<file path="config.mk">
export PLATFORM = sky130hd
export DESIGN_NAME = bypass_pipe_flat
export DESIGN_NICKNAME = d
export VERILOG_FILES = /design/src/rtl/pipe_pkg.sv /design/src/rtl/bypass_pipe_if.sv /design/src/rtl/bypass_lookup.sv /design/src/rtl/bypass_pipe.sv /design/src/flat_wrapper.sv
export SDC_FILE = /design/constraint.sdc
export NUM_CORES = 1
export LEC_CHECK = 0
export BUFFER_PORTS_ARGS = -buffer_cell sky130_fd_sc_hd__buf_2
export CAP_MARGIN = 10
export CORE_MARGIN = 3
export CORE_UTILIZATION = 40
export CTS_BUF_LIST = sky130_fd_sc_hd__clkbuf_16
export DETAILED_ROUTE_END_ITERATION = 10
export PLACE_DENSITY = 0.8
export RECOVER_POWER = 50
export SKIP_CTS_REPAIR_TIMING = 1
export SLEW_MARGIN = 40
export SYNTH_ARGS = -nofsm -noshare
export SYNTH_HDL_FRONTEND = slang
export SYNTH_SLANG_ARGS = --single-unit
</file>
<file path="constraint.sdc">
create_clock -name clk -period 4.6 [get_ports clk]
set_clock_uncertainty 0.05 [all_clocks]
set_input_delay 0.46 -clock clk [delete_from_list [all_inputs] [get_ports clk]]
set_output_delay 0.46 -clock clk [all_outputs]
set_load 0.02 [all_outputs]
</file>
<file path="src/rtl/pipe_pkg.sv">
// Shared widths and stage-entry layout for the bypass result pipeline.
package pipe_pkg;

  localparam int unsigned DEF_DATA_WIDTH     = 64;
  localparam int unsigned DEF_REG_ADDR_WIDTH = 5;

  typedef struct packed {
    logic                          v;
    logic [DEF_REG_ADDR_WIDTH-1:0] rd;
    logic                          we;
    logic                          pend;
    logic [DEF_DATA_WIDTH-1:0]     data;
  } pipe_entry_t;

endpackage

</file>
<file path="src/rtl/bypass_pipe_if.sv">
// Issue/bypass/writeback bundle between decode/ALU, the result pipe and the register file.
interface bypass_pipe_if
  import pipe_pkg::*;
#(
  parameter int unsigned DATA_WIDTH     = DEF_DATA_WIDTH,
  parameter int unsigned REG_ADDR_WIDTH = DEF_REG_ADDR_WIDTH
);

  logic                      in_valid;
  logic [REG_ADDR_WIDTH-1:0] in_rd;
  logic                      in_we;
  logic                      in_pending;
  logic [DATA_WIDTH-1:0]     in_data;
  logic                      stall;
  logic                      flush;
  logic                      ld_fill_valid;
  logic [DATA_WIDTH-1:0]     ld_fill_data;
  logic [REG_ADDR_WIDTH-1:0] ra;
  logic [REG_ADDR_WIDTH-1:0] rb;
  logic                      fwd_a_hit;
  logic                      fwd_b_hit;
  logic [DATA_WIDTH-1:0]     fwd_a_data;
  logic [DATA_WIDTH-1:0]     fwd_b_data;
  logic                      stall_req;
  logic                      wb_valid;
  logic [REG_ADDR_WIDTH-1:0] wb_rd;
  logic [DATA_WIDTH-1:0]     wb_data;
  logic                      err_unfilled;

  modport master (
    output in_valid, in_rd, in_we, in_pending, in_data,
    output stall, flush, ld_fill_valid, ld_fill_data, ra, rb,
    input  fwd_a_hit, fwd_b_hit, fwd_a_data, fwd_b_data, stall_req,
    input  wb_valid, wb_rd, wb_data, err_unfilled
  );

  modport slave (
    input  in_valid, in_rd, in_we, in_pending, in_data,
    input  stall, flush, ld_fill_valid, ld_fill_data, ra, rb,
    output fwd_a_hit, fwd_b_hit, fwd_a_data, fwd_b_data, stall_req,
    output wb_valid, wb_rd, wb_data, err_unfilled
  );

endinterface

</file>
<file path="src/rtl/bypass_lookup.sv">
// Youngest-first priority match of one source operand against the result stages.
module bypass_lookup
  import pipe_pkg::*;
#(
  parameter int unsigned DATA_WIDTH     = DEF_DATA_WIDTH,
  parameter int unsigned REG_ADDR_WIDTH = DEF_REG_ADDR_WIDTH,
  parameter int unsigned DEPTH          = 2
) (
  input  logic                      v_i    [DEPTH],
  input  logic                      we_i   [DEPTH],
  input  logic                      pend_i [DEPTH],
  input  logic [REG_ADDR_WIDTH-1:0] rd_i   [DEPTH],
  input  logic [DATA_WIDTH-1:0]     data_i [DEPTH],
  input  logic [REG_ADDR_WIDTH-1:0] addr_i,
  output logic                      match_c_o,
  output logic                      pend_c_o,
  output logic [DATA_WIDTH-1:0]     data_c_o
);

  always_comb begin
    match_c_o = 1'b0;
    pend_c_o  = 1'b0;
    data_c_o  = '0;
    // Oldest first, so a younger match overwrites any older one.
    for (int k = int'(DEPTH) - 1; k >= 0; k--) begin
      if (v_i[k] && we_i[k] && (rd_i[k] == addr_i)) begin
        match_c_o = 1'b1;
        pend_c_o  = pend_i[k];
        data_c_o  = data_i[k];
      end
    end
  end

endmodule

</file>
<file path="src/rtl/bypass_pipe.sv">
// DEPTH-stage result pipeline with in-place load fill and two-port bypass lookup.
// BYPASS_FWD_EN enables forwarding; without it any in-flight match is a full interlock.
module bypass_pipe
  import pipe_pkg::*;
#(
  parameter int unsigned DATA_WIDTH     = DEF_DATA_WIDTH,
  parameter int unsigned REG_ADDR_WIDTH = DEF_REG_ADDR_WIDTH,
  parameter int unsigned DEPTH          = 2,
  parameter int unsigned LOAD_STAGE     = 1,
  parameter int unsigned FLUSH_STAGES   = 1
) (
  input  logic          clk,
  input  logic          rst,
  bypass_pipe_if.slave  bus
);

  typedef struct packed {
    logic                      v;
    logic [REG_ADDR_WIDTH-1:0] rd;
    logic                      we;
    logic                      pend;
    logic [DATA_WIDTH-1:0]     data;
  } entry_t;

  localparam int unsigned LAST      = DEPTH - 1;
  localparam int unsigned LOAD_IDX  = LOAD_STAGE - 1;
  localparam int unsigned FILL_NEXT = (LOAD_STAGE < DEPTH) ? LOAD_STAGE : DEPTH - 1;

  entry_t stage_q [DEPTH];
  entry_t stage_d [DEPTH];
  entry_t live_c  [DEPTH];
  entry_t in_entry_c;
  logic   fill_hit_c;
  logic   err_q;
  logic   err_d;

  logic                      v_c    [DEPTH];
  logic                      we_c   [DEPTH];
  logic                      pend_c [DEPTH];
  logic [REG_ADDR_WIDTH-1:0] rd_c   [DEPTH];
  logic [DATA_WIDTH-1:0]     data_c [DEPTH];

  logic                  a_match_c, a_pend_c;
  logic                  b_match_c, b_pend_c;
  logic [DATA_WIDTH-1:0] a_data_c, b_data_c;

  // Next-state: kill flushed entries in place, then shift or hold, then land the fill.
  always_comb begin
    live_c = stage_q;
    for (int unsigned k = 0; k < DEPTH; k++) begin
      if (bus.flush && (k < FLUSH_STAGES)) live_c[k].v = 1'b0;
    end

    in_entry_c = '{v:    bus.in_valid & ~bus.flush,
                   rd:   bus.in_rd,
                   we:   bus.in_we,
                   pend: bus.in_pending,
                   data: bus.in_pending ? '0 : bus.in_data};

    stage_d = live_c;
    if (!bus.stall) begin
      stage_d[0] = in_entry_c;
      for (int unsigned k = 1; k < DEPTH; k++) stage_d[k] = live_c[k-1];
    end

    // The fill follows its entry: same slot under stall, next slot on advance.
    fill_hit_c = bus.ld_fill_valid & live_c[LOAD_IDX].v & live_c[LOAD_IDX].pend;
    if (fill_hit_c) begin
      if (bus.stall) begin
        stage_d[LOAD_IDX].data = bus.ld_fill_data;
        stage_d[LOAD_IDX].pend = 1'b0;
      end else if (LOAD_STAGE < DEPTH) begin
        stage_d[FILL_NEXT].data = bus.ld_fill_data;
        stage_d[FILL_NEXT].pend = 1'b0;
      end
    end

    err_d = err_q | (stage_q[LAST].v & stage_q[LAST].we & stage_q[LAST].pend & ~bus.stall);
  end

  always_ff @(posedge clk or posedge rst) begin
    if (rst) begin
      for (int unsigned k = 0; k < DEPTH; k++) stage_q[k] <= '0;
      err_q <= 1'b0;
    end else begin
      stage_q <= stage_d;
      err_q   <= err_d;
    end
  end

  always_comb begin
    for (int unsigned k = 0; k < DEPTH; k++) begin
      v_c[k]    = stage_q[k].v;
      we_c[k]   = stage_q[k].we;
      pend_c[k] = stage_q[k].pend;
      rd_c[k]   = stage_q[k].rd;
      data_c[k] = stage_q[k].data;
    end
  end

  bypass_lookup #(
    .DATA_WIDTH(DATA_WIDTH), .REG_ADDR_WIDTH(REG_ADDR_WIDTH), .DEPTH(DEPTH)
  ) u_lookup_a (
    .v_i(v_c), .we_i(we_c), .pend_i(pend_c), .rd_i(rd_c), .data_i(data_c),
    .addr_i(bus.ra), .match_c_o(a_match_c), .pend_c_o(a_pend_c), .data_c_o(a_data_c)
  );

  bypass_lookup #(
    .DATA_WIDTH(DATA_WIDTH), .REG_ADDR_WIDTH(REG_ADDR_WIDTH), .DEPTH(DEPTH)
  ) u_lookup_b (
    .v_i(v_c), .we_i(we_c), .pend_i(pend_c), .rd_i(rd_c), .data_i(data_c),
    .addr_i(bus.rb), .match_c_o(b_match_c), .pend_c_o(b_pend_c), .data_c_o(b_data_c)
  );

`ifdef BYPASS_FWD_EN
  assign bus.fwd_a_hit  = a_match_c & ~a_pend_c;
  assign bus.fwd_b_hit  = b_match_c & ~b_pend_c;
  assign bus.fwd_a_data = a_data_c;
  assign bus.fwd_b_data = b_data_c;
  assign bus.stall_req  = (a_match_c & a_pend_c) | (b_match_c & b_pend_c);
`else
  logic unused_fwd_c;
  assign unused_fwd_c   = ^{a_pend_c, b_pend_c, a_data_c, b_data_c};
  assign bus.fwd_a_hit  = 1'b0;
  assign bus.fwd_b_hit  = 1'b0;
  assign bus.fwd_a_data = '0;
  assign bus.fwd_b_data = '0;
  assign bus.stall_req  = a_match_c | b_match_c;
`endif

  // Stalled cycles suppress the write so a held entry is not written twice.
  assign bus.wb_valid     = stage_q[LAST].v & stage_q[LAST].we & ~stage_q[LAST].pend & ~bus.stall;
  assign bus.wb_rd        = stage_q[LAST].rd;
  assign bus.wb_data      = stage_q[LAST].data;
  assign bus.err_unfilled = err_q;

endmodule

</file>
<file path="src/flat_wrapper.sv">
// flat-port wrapper written by rule: the top's interface ports become plain ports
module bypass_pipe_flat import pipe_pkg::*;
#(
  parameter int unsigned DATA_WIDTH     = DEF_DATA_WIDTH,
  parameter int unsigned REG_ADDR_WIDTH = DEF_REG_ADDR_WIDTH,
  parameter int unsigned DEPTH          = 2,
  parameter int unsigned LOAD_STAGE     = 1,
  parameter int unsigned FLUSH_STAGES   = 1
)
  (clk, rst, bus_in_valid, bus_in_rd, bus_in_we, bus_in_pending, bus_in_data, bus_stall, bus_flush, bus_ld_fill_valid, bus_ld_fill_data, bus_ra, bus_rb, bus_fwd_a_hit, bus_fwd_b_hit, bus_fwd_a_data, bus_fwd_b_data, bus_stall_req, bus_wb_valid, bus_wb_rd, bus_wb_data, bus_err_unfilled);
  bypass_pipe_if #(.DATA_WIDTH(DATA_WIDTH), .REG_ADDR_WIDTH(REG_ADDR_WIDTH)) bus_i ();
  input  logic clk;
  input  logic rst;
  input wire logic [$bits(bus_i.in_valid)-1:0] bus_in_valid;
  input wire logic [$bits(bus_i.in_rd)-1:0] bus_in_rd;
  input wire logic [$bits(bus_i.in_we)-1:0] bus_in_we;
  input wire logic [$bits(bus_i.in_pending)-1:0] bus_in_pending;
  input wire logic [$bits(bus_i.in_data)-1:0] bus_in_data;
  input wire logic [$bits(bus_i.stall)-1:0] bus_stall;
  input wire logic [$bits(bus_i.flush)-1:0] bus_flush;
  input wire logic [$bits(bus_i.ld_fill_valid)-1:0] bus_ld_fill_valid;
  input wire logic [$bits(bus_i.ld_fill_data)-1:0] bus_ld_fill_data;
  input wire logic [$bits(bus_i.ra)-1:0] bus_ra;
  input wire logic [$bits(bus_i.rb)-1:0] bus_rb;
  output wire logic [$bits(bus_i.fwd_a_hit)-1:0] bus_fwd_a_hit;
  output wire logic [$bits(bus_i.fwd_b_hit)-1:0] bus_fwd_b_hit;
  output wire logic [$bits(bus_i.fwd_a_data)-1:0] bus_fwd_a_data;
  output wire logic [$bits(bus_i.fwd_b_data)-1:0] bus_fwd_b_data;
  output wire logic [$bits(bus_i.stall_req)-1:0] bus_stall_req;
  output wire logic [$bits(bus_i.wb_valid)-1:0] bus_wb_valid;
  output wire logic [$bits(bus_i.wb_rd)-1:0] bus_wb_rd;
  output wire logic [$bits(bus_i.wb_data)-1:0] bus_wb_data;
  output wire logic [$bits(bus_i.err_unfilled)-1:0] bus_err_unfilled;
  assign bus_i.in_valid = bus_in_valid;
  assign bus_i.in_rd = bus_in_rd;
  assign bus_i.in_we = bus_in_we;
  assign bus_i.in_pending = bus_in_pending;
  assign bus_i.in_data = bus_in_data;
  assign bus_i.stall = bus_stall;
  assign bus_i.flush = bus_flush;
  assign bus_i.ld_fill_valid = bus_ld_fill_valid;
  assign bus_i.ld_fill_data = bus_ld_fill_data;
  assign bus_i.ra = bus_ra;
  assign bus_i.rb = bus_rb;
  assign bus_fwd_a_hit = bus_i.fwd_a_hit;
  assign bus_fwd_b_hit = bus_i.fwd_b_hit;
  assign bus_fwd_a_data = bus_i.fwd_a_data;
  assign bus_fwd_b_data = bus_i.fwd_b_data;
  assign bus_stall_req = bus_i.stall_req;
  assign bus_wb_valid = bus_i.wb_valid;
  assign bus_wb_rd = bus_i.wb_rd;
  assign bus_wb_data = bus_i.wb_data;
  assign bus_err_unfilled = bus_i.err_unfilled;
  bypass_pipe #(.DATA_WIDTH(DATA_WIDTH), .REG_ADDR_WIDTH(REG_ADDR_WIDTH), .DEPTH(DEPTH), .LOAD_STAGE(LOAD_STAGE), .FLUSH_STAGES(FLUSH_STAGES)) u_core (.clk(clk), .rst(rst), .bus(bus_i));
endmodule
</file>
* Word-level counts from Yosys, hierarchy flattened
Cells that the tools add are included.
** Storage, ports and cells
- Register bits after elaboration :: 145
- Logic and storage cells :: 45
- Output and inout bits :: 202
- Bits of input ports :: 151
- Bits in writable memories :: 0
- Memory bits (read-only) :: 0
- Bits in latches :: 0
- Memories :: 0
** Cells by class
- Multipliers :: 0
- Mux-type cells :: 11
- Equal/unequal tests :: 4
- Shift operators :: 0
- Bitwise logic cells :: 13
- Div/mod/pow operators :: 0
- $add $sub $neg :: 0
- Order comparisons :: 0
- Reductions and logical operators :: 6
** Operator list (number)
- 2-to-1 mux 65 bit :: 4
- 2-to-1 mux 144 bit :: 1
- 2-to-1 mux 64 bit :: 1
- equality test 5 bit :: 4
- bitwise AND 1 bit :: 8
- logical AND 1 bit :: 6
- 2-to-1 mux 1 bit :: 5
- NOT 1 bit :: 3
- bitwise OR 1 bit :: 2

* Longest topological paths before layout
Gate-level depths: netlist of run 1.
- Word-level depth :: 5
- Gate-level depth with buffers :: 6
- Depth with buffers taken out :: 5

* Hierarchy
A second synthesis of run 1 with hierarchy kept.
** Second synthesis, totals
- Cells, all modules :: 1164
- Area total of the unflattened synthesis :: 11348.4 um^2
** Modules (own cells, without submodules)
- bypass_pipe :: area an instance 7795.0 um^2, instances 1, sequential area each 3628.5 um^2, cells each 686
- bypass_lookup :: area an instance 1776.7 um^2, instances 2, sequential area each 0.0 um^2, cells each 239

* Worst setup path before layout of run 1
OpenSTA, ideal clock, no wires.
- Kind :: input to output
- Start point :: in bus_stall
- End point :: out bus_wb_valid
- Path buffers :: 2
- Stages on the path :: 3
- Setup slack :: 2.730 ns
- Data required time :: 4.090 ns
- Arrival time :: 1.360 ns
- Path through :: clkbuf_1 > clkbuf_1 > nor3_1
** On the way
- Word-level cells in the longest chain between the ends :: 2
** RTL lines
- from (decl) :: line flat_wrapper.sv:19 : input wire logic [$bits(bus_i.stall)-1:0] bus_stall;
- NOT 1 bit :: line bypass_pipe.sv:132 : assign bus.wb_valid = stage_q[LAST].v & stage_q[LAST].we & ~stage_q[LAST].pend & ~bus.stall;
- bitwise AND 1 bit :: line bypass_pipe.sv:132
- to (decl) :: line flat_wrapper.sv:30 : output wire logic [$bits(bus_i.wb_valid)-1:0] bus_wb_valid;
Every way passes these cells.

==> impl_metrics.xml, run 1 <==
<?xml version="1.0" encoding="UTF-8"?>
<metrics>
  <group name="worst_setup_path">
    <metric name="worstSetupStartpointType" unit="">primary input</metric>
    <metric name="setup_slack_reg_to_reg" unit="ps">2740</metric>
    <metric name="worst-endpoint-arrival" unit="ps">3110</metric>
    <metric name="worstPathCellList" unit="">buf_2, clkinvlp_2, buf_4</metric>
    <metric name="crit_slowest_cell" unit="">clkinvlp_2</metric>
    <metric name="timing.reg2reg.worst_path_depth" unit="">5</metric>
    <metric name="worst-path-max-fanout" unit="">73</metric>
    <metric name="timing.critical_path.required" unit="ps">5060</metric>
    <metric name="worst-path-stages" unit="">3</metric>
    <metric name="critPathTopFamily" unit="">buffers and inverters</metric>
    <metric name="cpPeakStageDelay" unit="ps">1800</metric>
    <metric name="worst_r2r_startpoint" unit="">u_core.stage_q[143]</metric>
    <metric name="cp-end-kind" unit="">async pin</metric>
    <metric name="path_buf_inv" unit="">3</metric>
    <metric name="path_class" unit="">primary input to async pin</metric>
    <metric name="crit-reg2reg-capture" unit="">u_core.bus.wb_data[44]</metric>
  </group>
  <group name="synth">
    <metric name="synth.lib_cells_used.distinct" unit="">28</metric>
    <metric name="postSynthCellCount" unit="">627</metric>
    <metric name="synth.yosys.warnings" unit="">0</metric>
    <metric name="synthAdderAreaFrac" unit="">0</metric>
    <metric name="combinational_family_with_the_most_area_after_synthesis" unit="">buffers and inverters</metric>
    <metric name="post-synth-top-count-cell" unit="">buf_4</metric>
    <metric name="synth.yosys.seq_area_share" unit="">0.467</metric>
    <metric name="synth_async_sr_flop_share" unit="">1.00</metric>
    <metric name="synth-edff-count" unit="">0</metric>
    <metric name="ys_ff_latch" unit="">145</metric>
    <metric name="synthXorXnorAreaFrac" unit="">0.0225</metric>
    <metric name="yosys.area_share.simple" unit="">0.0158</metric>
    <metric name="synth_top_cells_by_count" unit="">201 x buf_4, 145 x dfrtp_1, 125 x mux2_2</metric>
    <metric name="synthesis.area" unit="sq um">7770</metric>
    <metric name="synth.avg_cell_area" unit="sq um">12.4</metric>
    <metric name="synth.area.top_cells" unit="">dfrtp_1 47%, buf_4 19%, mux2_2 18%</metric>
    <metric name="synth_compound_gate_area_share" unit="">0.0754</metric>
    <metric name="synthFlopType" unit="">dfrtp_1</metric>
    <metric name="synth_top_area_frac" unit="">0.467</metric>
    <metric name="synth_top_cell_by_area" unit="">dfrtp_1</metric>
    <metric name="muxShareOfSynthArea" unit="">0.206</metric>
  </group>
  <group name="layout">
    <metric name="area_growth_syn_to_layout" unit="%">11.9</metric>
    <metric name="post-route-cell-area" unit="sq um">8700</metric>
    <metric name="nets" unit="">930</metric>
    <metric name="insertedDiodeCount" unit="">0</metric>
    <metric name="drive_gt1_frac" unit="">0.456</metric>
  </group>
  <group name="cts">
    <metric name="cts_max_level" unit="">4</metric>
    <metric name="worst_setup_hold_path_clk_slew" unit="ps">60</metric>
    <metric name="clock-root-buffer" unit="">clkbuf_16</metric>
    <metric name="clk-insertion-delay-late" unit="ps">410</metric>
    <metric name="cts_num_sinks" unit="">145</metric>
    <metric name="max_clock_buf_depth" unit="">2</metric>
    <metric name="cts_made_buffers" unit="">17</metric>
    <metric name="clock_tree_from_tritoncts" unit="">done</metric>
  </group>
  <group name="hold_path">
    <metric name="hold_path.startpoint" unit="">bus_flush</metric>
    <metric name="whs_path_depth" unit="">2</metric>
    <metric name="worst_case_hold_path_end_point" unit="">u_core.stage_q[143]</metric>
    <metric name="kind_of_path_behind_the_tightest_hold_check" unit="">primary input to flop</metric>
  </group>
  <group name="timing">
    <metric name="period_share" unit="">0.577</metric>
    <metric name="worst_pin_slew" unit="ps">3190</metric>
    <metric name="setup_total_negative_slack" unit="ps">0</metric>
    <metric name="timing.max_slew.rel_slack" unit="">-1.14</metric>
    <metric name="finalWorstPathRequiredPeriod" unit="ps">2650</metric>
    <metric name="fin_worst_hold_slack" unit="ps">160</metric>
    <metric name="setup-violations-final" unit="">0</metric>
    <metric name="grt_setup_unrepaired" unit="">false</metric>
    <metric name="max_freq" unit="MHz">377</metric>
    <metric name="drv_slew" unit="">74</metric>
    <metric name="report.final.hold_viol_count" unit="">0</metric>
  </group>
  <group name="floorplan">
    <metric name="core_area" unit="sq um">18900</metric>
    <metric name="dieArea" unit="sq um">21100</metric>
    <metric name="start_util" unit="">0.411</metric>
    <metric name="num_rows" unit="">50</metric>
    <metric name="top_level_ports" unit="">353</metric>
    <metric name="fp.dieH" unit="microns">145</metric>
    <metric name="dieWidth" unit="microns">145</metric>
  </group>
  <group name="placement">
    <metric name="gp_congestion" unit="">0.754</metric>
    <metric name="postPlaceCellArea" unit="sq um">8180</metric>
    <metric name="hpwl" unit="microns">12400</metric>
    <metric name="io_buffer_count" unit="">222</metric>
  </group>
  <group name="global_route">
    <metric name="global_route.overflow_total" unit="">0</metric>
    <metric name="grtUsageTotal" unit="">0.160</metric>
    <metric name="grt_first_pass_wirelength" unit="microns">27100</metric>
    <metric name="first_global_vias" unit="">5011</metric>
    <metric name="grt_antenna_before_repair" unit="">2</metric>
    <metric name="pin_count_of_the_biggest_net_entering_global_routing" unit="">74</metric>
  </group>
  <group name="detailed_routing">
    <metric name="detailroute.via_count" unit="">4707</metric>
    <metric name="drc_errors" unit="">0</metric>
    <metric name="drt.antenna.violating_nets" unit="">0</metric>
    <metric name="finalWirelength" unit="microns">17100</metric>
    <metric name="detail_route.wl_per_cell" unit="microns">16.2</metric>
    <metric name="route.detailed.vias_per_inst" unit="">4.48</metric>
    <metric name="drt_iter0_markers" unit="">154</metric>
    <metric name="detailedRoute.firstPassIterationCount" unit="">4</metric>
  </group>
  <group name="power">
    <metric name="leakagePower" unit="nW">4.53</metric>
    <metric name="cellPowerDensity" unit="nW/um^2">398</metric>
    <metric name="irDropWorstVdd" unit="mV">0.236</metric>
  </group>
  <group name="outcome">
    <metric name="failed_checks" unit="">max-capacitance violations, max-slew violations</metric>
    <metric name="status" unit="">complete, but fails checks</metric>
  </group>
  <group name="job">
    <metric name="max_cap_violations" unit="">1</metric>
  </group>
</metrics>
[kinds of logic after synthesis]
family,Yosys count
buf+inv,230
compound gates,68
xor+xnor,20
other cells,1
simple gates,22
mux,141
flops,145
[flip-flops by register name, summed over array words and instances, names as in the netlist]
register                 flops
u_core.bus.wb_data          64
u_core.data_c               64
u_core.live_c               10
u_core.bus.wb_rd             5
u_core.bus.err_unfilled      1
u_core.stage_q               1
[routing by layer]
metal / GRT usage / wire, microns / share of wire / up-vias
li1: - / - / - / 2140
met1: 0.188 / 6820 / 0.40 / 2353
met2: 0.286 / 8870 / 0.52 / 192
met3: 0.0396 / 1070 / 0.063 / 18
met4: 0.0537 / 255 / 0.015 / 4
met5: 0 / 27 / 0.0016 / -
[how the worst max path moves through the flow]
stage | from | to | slack (ps)
2_1_floorplan | rst | u_core.bus.err_unfilled | 200
3_3_place_gp | bus_flush | u_core.bus.wb_data[47] | 1870
3_5_place_dp | bus_stall | bus_wb_valid | 2220
4_1_cts | u_core.live_c[141] | bus_stall_req | 2230
5_1_grt | rst | u_core.bus.wb_rd[0] | 1380
6_report | rst | u_core.bus.err_unfilled | 1950
[where the power goes]
part / leakage, nW / internal, mW / total, mW / switching, mW
registers: 1.87 / 1.41 / 1.48 / 0.0671
clock network: 0.277 / 0.794 / 1.34 / 0.545
logic: 2.39 / 0.256 / 0.649 / 0.393
total: 4.53 / 2.46 / 3.46 / 1.01
[layout make-up]
cell class                      count  area, sq um
Sequential cell                   145         3630
Clock buffer                       17          425
Timing Repair Buffer              231         1180
Tap cell                          260          325
Fill cell                        1802        10200
Inverter                            3         12.5
Clock inverter                     14          139
Multi-Input combinational cell    381         2980
[through the flow]
step	worst slack (ps)	std cells	power, mW	util
after detailed placement	2220	1020	2.16	0.433
after floorplan	195	756	2.12	-
final	1950	1051	3.46	0.460
after global routing	1380	1051	3.64	0.460
after CTS	2230	1051	3.52	0.463
after global placement	1870	1017	2.14	0.430
[cells in the final DEF (no fill, tap or decap), drive strengths merged, types with 2 or more instances in the layout]
cell type,netlist,routed
buf,205,196
dfrtp,145,145
mux2,139,139
conb,1,130
a22o,63,63
clkbuf,22,52
xnor2,10,10
xor2,10,10
clkinv,1,7
nor2,5,5
inv,2,5
nand2,4,4
nand4,4,4
nor3,3,3
nand3,3,3
clkinvlp,0,3
mux2i,2,2
nor4,2,2
o21ai,2,2
bufinv,0,2
Note: power is estimated with default switching activity, not from simulation.
==> inputs of run 2 (changes only) <==
ABC_AREA = 1   (was not set)
PLACE_DENSITY = 0.78   (was 0.8)
clock period = 2.14 ns   (was 4.6 ns; I/O delays follow)
==> run 2 against run 1 <==
Net effect: the flow now finishes without violations; critical endpoint is now bus_stall_req; sequential share of layout area decreased by 5.1 points; sequential power rose by 110%; register-to-register slack worse by 2200 ps; count of clock-buffer cells in the layout did not move; total power rose by 120%; flip-flop and latch count did not move; design area rose by 14%; final cell count up 45%; highest routed layer is now met4; critical path depth increased by 6.
==> impl_metrics.xml, run 2 <==
<?xml version="1.0" encoding="UTF-8"?>
<metrics>
  <group name="outcome">
    <metric name="status" unit="">finished clean</metric>
  </group>
  <group name="timing">
    <metric name="period_share" unit="">0.873</metric>
    <metric name="setup_total_negative_slack" unit="ps">0</metric>
    <metric name="timing.max_slew.rel_slack" unit="">0.129</metric>
    <metric name="report.final.hold_viol_count" unit="">0</metric>
    <metric name="finalWorstPathRequiredPeriod" unit="ps">1870</metric>
    <metric name="worst_pin_slew" unit="ps">1300</metric>
    <metric name="setup-violations-final" unit="">0</metric>
    <metric name="max_freq" unit="MHz">535</metric>
    <metric name="drv_slew" unit="">0</metric>
    <metric name="grt_setup_unrepaired" unit="">false</metric>
  </group>
  <group name="layout">
    <metric name="insertedDiodeCount" unit="">0</metric>
    <metric name="final_cell_count_no_fill" unit="">1529</metric>
    <metric name="fill_cells" unit="">1941</metric>
    <metric name="area_growth_syn_to_layout" unit="%">18.9</metric>
    <metric name="drive_gt1_frac" unit="">0.228</metric>
    <metric name="layout.cells.most_common" unit="">nand2_1</metric>
    <metric name="nets" unit="">1399</metric>
    <metric name="most-common-layout-cells" unit="">326 x nand2_1, 202 x buf_2, 145 x dfrtp_1</metric>
  </group>
  <group name="synth">
    <metric name="post-synth-top-count-cell" unit="">nand2_1</metric>
    <metric name="synth_top_cell_by_area" unit="">dfrtp_1</metric>
    <metric name="synth_top_area_frac" unit="">0.435</metric>
    <metric name="synth.avg_cell_area" unit="sq um">8.05</metric>
    <metric name="combinational_family_with_the_most_area_after_synthesis" unit="">simple AND/OR/NAND/NOR gates</metric>
    <metric name="synth_top_cells_by_count" unit="">326 x nand2_1, 213 x buf_4, 145 x dfrtp_1</metric>
    <metric name="synth.yosys.warnings" unit="">0</metric>
    <metric name="synthFlopType" unit="">dfrtp_1</metric>
    <metric name="synthAdderAreaFrac" unit="">0</metric>
    <metric name="synth.area.top_cells" unit="">dfrtp_1 43%, buf_4 19%, nand2_1 15%</metric>
    <metric name="synth-edff-count" unit="">0</metric>
    <metric name="yosys.area_share.simple" unit="">0.329</metric>
    <metric name="ys_ff_latch" unit="">145</metric>
    <metric name="synth_async_sr_flop_share" unit="">1.00</metric>
    <metric name="synth.lib_cells_used.distinct" unit="">25</metric>
    <metric name="synth.yosys.seq_area_share" unit="">0.435</metric>
    <metric name="muxShareOfSynthArea" unit="">0</metric>
    <metric name="synthesis.area" unit="sq um">8340</metric>
    <metric name="postSynthCellCount" unit="">1036</metric>
    <metric name="synth_compound_gate_area_share" unit="">0.0103</metric>
    <metric name="synthXorXnorAreaFrac" unit="">0.00525</metric>
  </group>
  <group name="hold_path">
    <metric name="kind_of_path_behind_the_tightest_hold_check" unit="">primary input to flop</metric>
    <metric name="hold_path.startpoint" unit="">bus_ld_fill_data[1]</metric>
    <metric name="worst_case_hold_path_end_point" unit="">u_core.bus.wb_data[1]</metric>
    <metric name="whs_path_depth" unit="">4</metric>
  </group>
  <group name="power">
    <metric name="irDropWorstVdd" unit="mV">0.438</metric>
    <metric name="cellPowerDensity" unit="nW/um^2">759</metric>
    <metric name="leakagePower" unit="nW">5.60</metric>
    <metric name="totalPowerFinal" unit="mW">7.52</metric>
  </group>
  <group name="global_route">
    <metric name="grt_antenna_before_repair" unit="">0</metric>
    <metric name="first_global_vias" unit="">6081</metric>
    <metric name="grtUsageTotal" unit="">0.167</metric>
    <metric name="grt_first_pass_wirelength" unit="microns">30200</metric>
    <metric name="pin_count_of_the_biggest_net_entering_global_routing" unit="">61</metric>
    <metric name="global_route.overflow_total" unit="">0</metric>
  </group>
  <group name="cts">
    <metric name="cts_num_sinks" unit="">145</metric>
    <metric name="cts_max_level" unit="">4</metric>
    <metric name="worst_setup_hold_path_clk_slew" unit="ps">60</metric>
    <metric name="cts_made_buffers" unit="">17</metric>
    <metric name="max_clock_buf_depth" unit="">2</metric>
    <metric name="clock-root-buffer" unit="">clkbuf_16</metric>
    <metric name="clk-insertion-delay-late" unit="ps">410</metric>
    <metric name="clock_tree_from_tritoncts" unit="">done</metric>
  </group>
  <group name="worst_setup_path">
    <metric name="path_class" unit="">flop to output port</metric>
    <metric name="worst_r2r_startpoint" unit="">u_core.stage_q[143]</metric>
    <metric name="worst-path-max-fanout" unit="">5</metric>
    <metric name="crit-reg2reg-capture" unit="">u_core.data_c[118]</metric>
    <metric name="worst-endpoint-arrival" unit="ps">1600</metric>
    <metric name="cp-end-kind" unit="">output port</metric>
    <metric name="timing.critical_path.required" unit="ps">1880</metric>
    <metric name="worstSetupStartpointType" unit="">flop</metric>
    <metric name="timing.reg2reg.worst_path_depth" unit="">8</metric>
    <metric name="setup_slack_reg_to_reg" unit="ps">550</metric>
  </group>
  <group name="placement">
    <metric name="io_buffer_count" unit="">222</metric>
    <metric name="gp_congestion" unit="">0.787</metric>
    <metric name="dp.cells" unit="">1427</metric>
    <metric name="hpwl" unit="microns">13900</metric>
  </group>
  <group name="detailed_routing">
    <metric name="route.detailed.vias_per_inst" unit="">4.38</metric>
    <metric name="detail_route.wl_per_cell" unit="microns">13.5</metric>
    <metric name="drt.antenna.violating_nets" unit="">0</metric>
    <metric name="finalWirelength" unit="microns">20600</metric>
    <metric name="drt_iter0_markers" unit="">290</metric>
    <metric name="detailedRoute.firstPassIterationCount" unit="">4</metric>
    <metric name="drc_errors" unit="">0</metric>
    <metric name="detailroute.via_count" unit="">6704</metric>
  </group>
  <group name="floorplan">
    <metric name="num_rows" unit="">52</metric>
    <metric name="top_level_ports" unit="">353</metric>
    <metric name="core_area" unit="sq um">20400</metric>
    <metric name="fp.dieH" unit="microns">150</metric>
    <metric name="dieWidth" unit="microns">150</metric>
    <metric name="start_util" unit="">0.410</metric>
    <metric name="dieArea" unit="sq um">22600</metric>
  </group>
  <group name="job">
    <metric name="max_cap_violations" unit="">0</metric>
  </group>
</metrics>
==> run 2: changes by cell type after synthesis, moves of 6 or more <==
cell	change
a22o_1	-63
buf_4	+12
clkbuf_2	+6
inv_1	+21
mux2_1	-9
mux2_2	-125
nand2_1	+322
nand3_1	+130
o21ai_0	+11
or2_1	+89
or2_2	+39
xnor2_1	-6
xor2_1	-9
==> run 2: layout make-up <==
type,instances,area (sq um),area share
flip-flops and latches,145,3630,0.366
repair buffers,308,1930,0.195
well taps,270,338,0.0341
multi-input cells,750,3370,0.340
clock buffers,17,425,0.0429
inverters,26,98.8,0.00997
clock inverters,13,125,0.0126
==> run 2: critical path: stages (launching register included) <==
cell and delay, ps:
dfrtp_1 430, inv_1 80, nand2_1 60, nand2_1 60, nor2_1 130, nand3_1 90, nand2_1 70, nand2_1 40
nand2_1 80, buf_2 170
==> run 2: worst max-delay path by stage <==
stage | start | endpoint | slack (ps)
after floorplan | rst | u_core.bus.err_unfilled | 60
after global placement | bus_stall | u_core.data_c[92] | 530
after detailed placement | bus_stall | u_core.data_c[76] | 540
after CTS | u_core.bus.wb_rd[0] | bus_stall_req | 260
after global routing | u_core.bus.wb_rd[0] | bus_stall_req | 140
final | u_core.bus.wb_rd[0] | bus_stall_req | 270
==> run 2: power breakdown <==
part / internal (mW) / switching, mW
Sequential: 3.03 / 0.135
Combinational: 0.546 / 0.999
Clock: 1.69 / 1.13
Total: 5.26 / 2.26
==> run 2: metrics by stage <==
stage	setup slack, ps	util	hold slack [ps]	area, sq um
floorplan	57.0	-	236	8830
global placement	535	0.428	232	8710
detailed placement	539	0.428	239	8710
CTS	259	0.455	-212	9260
global route	141	0.487	74.3	9920
finish	272	0.487	78.2	9920
==> run 2: kinds of logic after synthesis <==
family,after synthesis
AND/OR/NAND/NOR,599
other,1
XOR/XNOR,5
flip-flops,145
AO/OA/AOI/OAI,16
buffers and inverters,270
==> run 2: layer usage <==
metal / part of all wire / routed length, microns / GRT usage / vias up
met2: 0.50 / 10200 / 0.278 / 237
li1: - / - / - / 3323
met5: 0 / 0 / 0 / -
met3: 0.059 / 1210 / 0.0424 / 25
met1: 0.43 / 8840 / 0.218 / 3119
met4: 0.015 / 314 / 0.0453 / 0
==> inputs of run 3 (changes only) <==
RECOVER_POWER = not set   (was 50)
==> run 3 against run 2 <==
Net effect: register-to-register slack improved by 20 ps; clock power barely moved; combinational power is essentially flat; via count decreased by 0.19%; die area unchanged; total power increased by 0.34%; worst hold slack got worse by 0.97 ps; flip-flop and latch count stayed put; design area increased by 0.66%; core utilization is 0.32 points higher; wire length fell by 0.40%; critical path depth unchanged; largest cell class unchanged.
==> impl_metrics.xml, run 3 (synthesis gave the netlist of run 2 again) <==
<?xml version="1.0" encoding="UTF-8"?>
<metrics>
  <group name="worst_setup_path">
    <metric name="worst_r2r_startpoint" unit="">u_core.stage_q[143]</metric>
    <metric name="timing.reg2reg.worst_path_depth" unit="">8</metric>
    <metric name="crit_slowest_cell" unit="">dfrtp_1</metric>
    <metric name="setup_slack_reg_to_reg" unit="ps">570</metric>
    <metric name="timing.critical_path.required" unit="ps">1880</metric>
    <metric name="critPathTopFamily" unit="">simple AND/OR/NAND/NOR gates</metric>
    <metric name="worst-path-max-fanout" unit="">5</metric>
    <metric name="path_buf_inv" unit="">2</metric>
    <metric name="worstSetupStartpointType" unit="">flop</metric>
    <metric name="worst-endpoint-arrival" unit="ps">1590</metric>
    <metric name="path_class" unit="">flop to output port</metric>
    <metric name="cp_common_cell" unit="">nand2_1</metric>
    <metric name="cpPeakStageDelay" unit="ps">430</metric>
    <metric name="cp-end-kind" unit="">output port</metric>
    <metric name="crit-reg2reg-capture" unit="">u_core.bus.wb_data[26]</metric>
    <metric name="worstPathCellList" unit="">inv_1, nand2_1, nand2_1, nor2_1, nand3_1, nand2_1, nand2_1, nand2_1, buf_2</metric>
  </group>
  <group name="global_route">
    <metric name="first_global_vias" unit="">6081</metric>
    <metric name="grtUsageTotal" unit="">0.167</metric>
    <metric name="pin_count_of_the_biggest_net_entering_global_routing" unit="">61</metric>
    <metric name="grt_antenna_before_repair" unit="">0</metric>
    <metric name="grt_first_pass_wirelength" unit="microns">30200</metric>
    <metric name="global_route.overflow_total" unit="">0</metric>
  </group>
  <group name="timing">
    <metric name="setup_total_negative_slack" unit="ps">0</metric>
    <metric name="max_freq" unit="MHz">539</metric>
    <metric name="setup-violations-final" unit="">0</metric>
    <metric name="period_share" unit="">0.868</metric>
    <metric name="worst_pin_slew" unit="ps">743</metric>
    <metric name="grt_setup_unrepaired" unit="">false</metric>
    <metric name="drv_slew" unit="">0</metric>
    <metric name="report.final.hold_viol_count" unit="">0</metric>
    <metric name="finalWorstPathRequiredPeriod" unit="ps">1860</metric>
    <metric name="timing.max_slew.rel_slack" unit="">0.504</metric>
  </group>
  <group name="cts">
    <metric name="cts_num_sinks" unit="">145</metric>
    <metric name="worst_setup_hold_path_clk_slew" unit="ps">60</metric>
    <metric name="max_clock_buf_depth" unit="">2</metric>
    <metric name="clock-root-buffer" unit="">clkbuf_16</metric>
    <metric name="clk-insertion-delay-late" unit="ps">410</metric>
    <metric name="clock_tree_from_tritoncts" unit="">done</metric>
    <metric name="cts_max_level" unit="">4</metric>
    <metric name="cts_made_buffers" unit="">17</metric>
  </group>
  <group name="layout">
    <metric name="post-route-cell-area" unit="sq um">9980</metric>
    <metric name="multi_input_area" unit="sq um">3370</metric>
    <metric name="area_growth_syn_to_layout" unit="%">19.6</metric>
    <metric name="fill_cells" unit="">1923</metric>
    <metric name="register_area" unit="sq um">3630</metric>
    <metric name="layout.cells.most_common" unit="">nand2_1</metric>
    <metric name="insertedDiodeCount" unit="">0</metric>
    <metric name="drive_gt1_frac" unit="">0.246</metric>
    <metric name="most-common-layout-cells" unit="">326 x nand2_1, 221 x buf_2, 145 x dfrtp_1</metric>
    <metric name="nets" unit="">1399</metric>
  </group>
  <group name="floorplan">
    <metric name="dieWidth" unit="microns">150</metric>
    <metric name="core_area" unit="sq um">20400</metric>
    <metric name="dieArea" unit="sq um">22600</metric>
    <metric name="fp.dieH" unit="microns">150</metric>
    <metric name="top_level_ports" unit="">353</metric>
    <metric name="num_rows" unit="">52</metric>
    <metric name="start_util" unit="">0.410</metric>
  </group>
  <group name="detailed_routing">
    <metric name="route.detailed.vias_per_inst" unit="">4.38</metric>
    <metric name="drc_errors" unit="">0</metric>
    <metric name="drt.antenna.violating_nets" unit="">0</metric>
    <metric name="detailedRoute.firstPassIterationCount" unit="">5</metric>
    <metric name="detail_route.wl_per_cell" unit="microns">13.4</metric>
    <metric name="detailroute.via_count" unit="">6691</metric>
    <metric name="drt_iter0_markers" unit="">304</metric>
    <metric name="finalWirelength" unit="microns">20500</metric>
  </group>
  <group name="placement">
    <metric name="io_buffer_count" unit="">222</metric>
    <metric name="gp_congestion" unit="">0.787</metric>
    <metric name="hpwl" unit="microns">13900</metric>
    <metric name="postPlaceCellArea" unit="sq um">8710</metric>
  </group>
  <group name="power">
    <metric name="cellPowerDensity" unit="nW/um^2">756</metric>
    <metric name="leakagePower" unit="nW">5.69</metric>
    <metric name="irDropWorstVdd" unit="mV">0.441</metric>
    <metric name="totalPowerFinal" unit="mW">7.55</metric>
  </group>
  <group name="outcome">
    <metric name="status" unit="">finished clean</metric>
  </group>
  <group name="hold_path">
    <metric name="hold_path.startpoint" unit="">bus_ld_fill_data[1]</metric>
    <metric name="kind_of_path_behind_the_tightest_hold_check" unit="">primary input to flop</metric>
    <metric name="whs_path_depth" unit="">4</metric>
    <metric name="worst_case_hold_path_end_point" unit="">u_core.bus.wb_data[1]</metric>
  </group>
  <group name="job">
    <metric name="max_cap_violations" unit="">0</metric>
  </group>
</metrics>
-- run 3: changes by cell type in the layout (fill, tap and decap cells not counted), sizes merged --
cell	previous run	this run
buf	210	236
clkbuf	43	17
-- run 3: how the worst max path moves through the flow --
| stage | startpoint | end | slack, ps | cells past startpoint |
|---|---|---|---|---|
| CTS | u_core.bus.wb_rd[0] | bus_stall_req | 260 | 9 |
| global route | u_core.bus.wb_rd[0] | bus_stall_req | 140 | 9 |
| global placement | bus_stall | u_core.data_c[92] | 530 | 5 |
| detailed placement | bus_stall | u_core.data_c[76] | 540 | 5 |
| finish | u_core.bus.wb_rd[0] | bus_stall_req | 280 | 9 |
| floorplan | rst | u_core.bus.err_unfilled | 60 | 1 |
-- run 3: area by class of cell --
type / count / share of cell area
Tap cell: 270 / 0.0338
Multi-Input combinational cell: 750 / 0.338
Timing Repair Buffer: 308 / 0.199
Clock buffer: 17 / 0.0426
Inverter: 26 / 0.0102
Sequential cell: 145 / 0.363
Clock inverter: 13 / 0.0125
-- run 3: through the flow --
step | setup WS [ps] | cells | hold WS, ps | util
3_5_place_dp | 539 | 1427 | 239 | 0.428
5_1_grt | 141 | 1529 | 74.3 | 0.490
2_1_floorplan | 57.0 | 1165 | 236 | -
6_report | 283 | 1529 | 77.3 | 0.490
3_3_place_gp | 535 | 1427 | 232 | 0.428
4_1_cts | 259 | 1457 | -212 | 0.455
-- run 3: power breakdown --
part / total [mW] / switching, mW / internal (mW)
logic: 1.57 / 1.00 / 0.565
registers: 3.17 / 0.134 / 3.03
clock network: 2.82 / 1.13 / 1.69
total: 7.55 / 2.27 / 5.28
-- run 3: worst register-to-register path, stage by stage, from the launching register on --
cell	delay [ps]
dfrtp_1	360
inv_2	60
nor2_4	100
nand3_2	100
inv_2	70
buf_4	390
or2_1	220
nand3_1	80
nand2_1	90
-- run 3: metal layers --
metal / GRT usage / share of wire
met1: 0.218 / 0.43
met3: 0.0424 / 0.060
met2: 0.278 / 0.49
met4: 0.0453 / 0.017
met5: 0 / 0
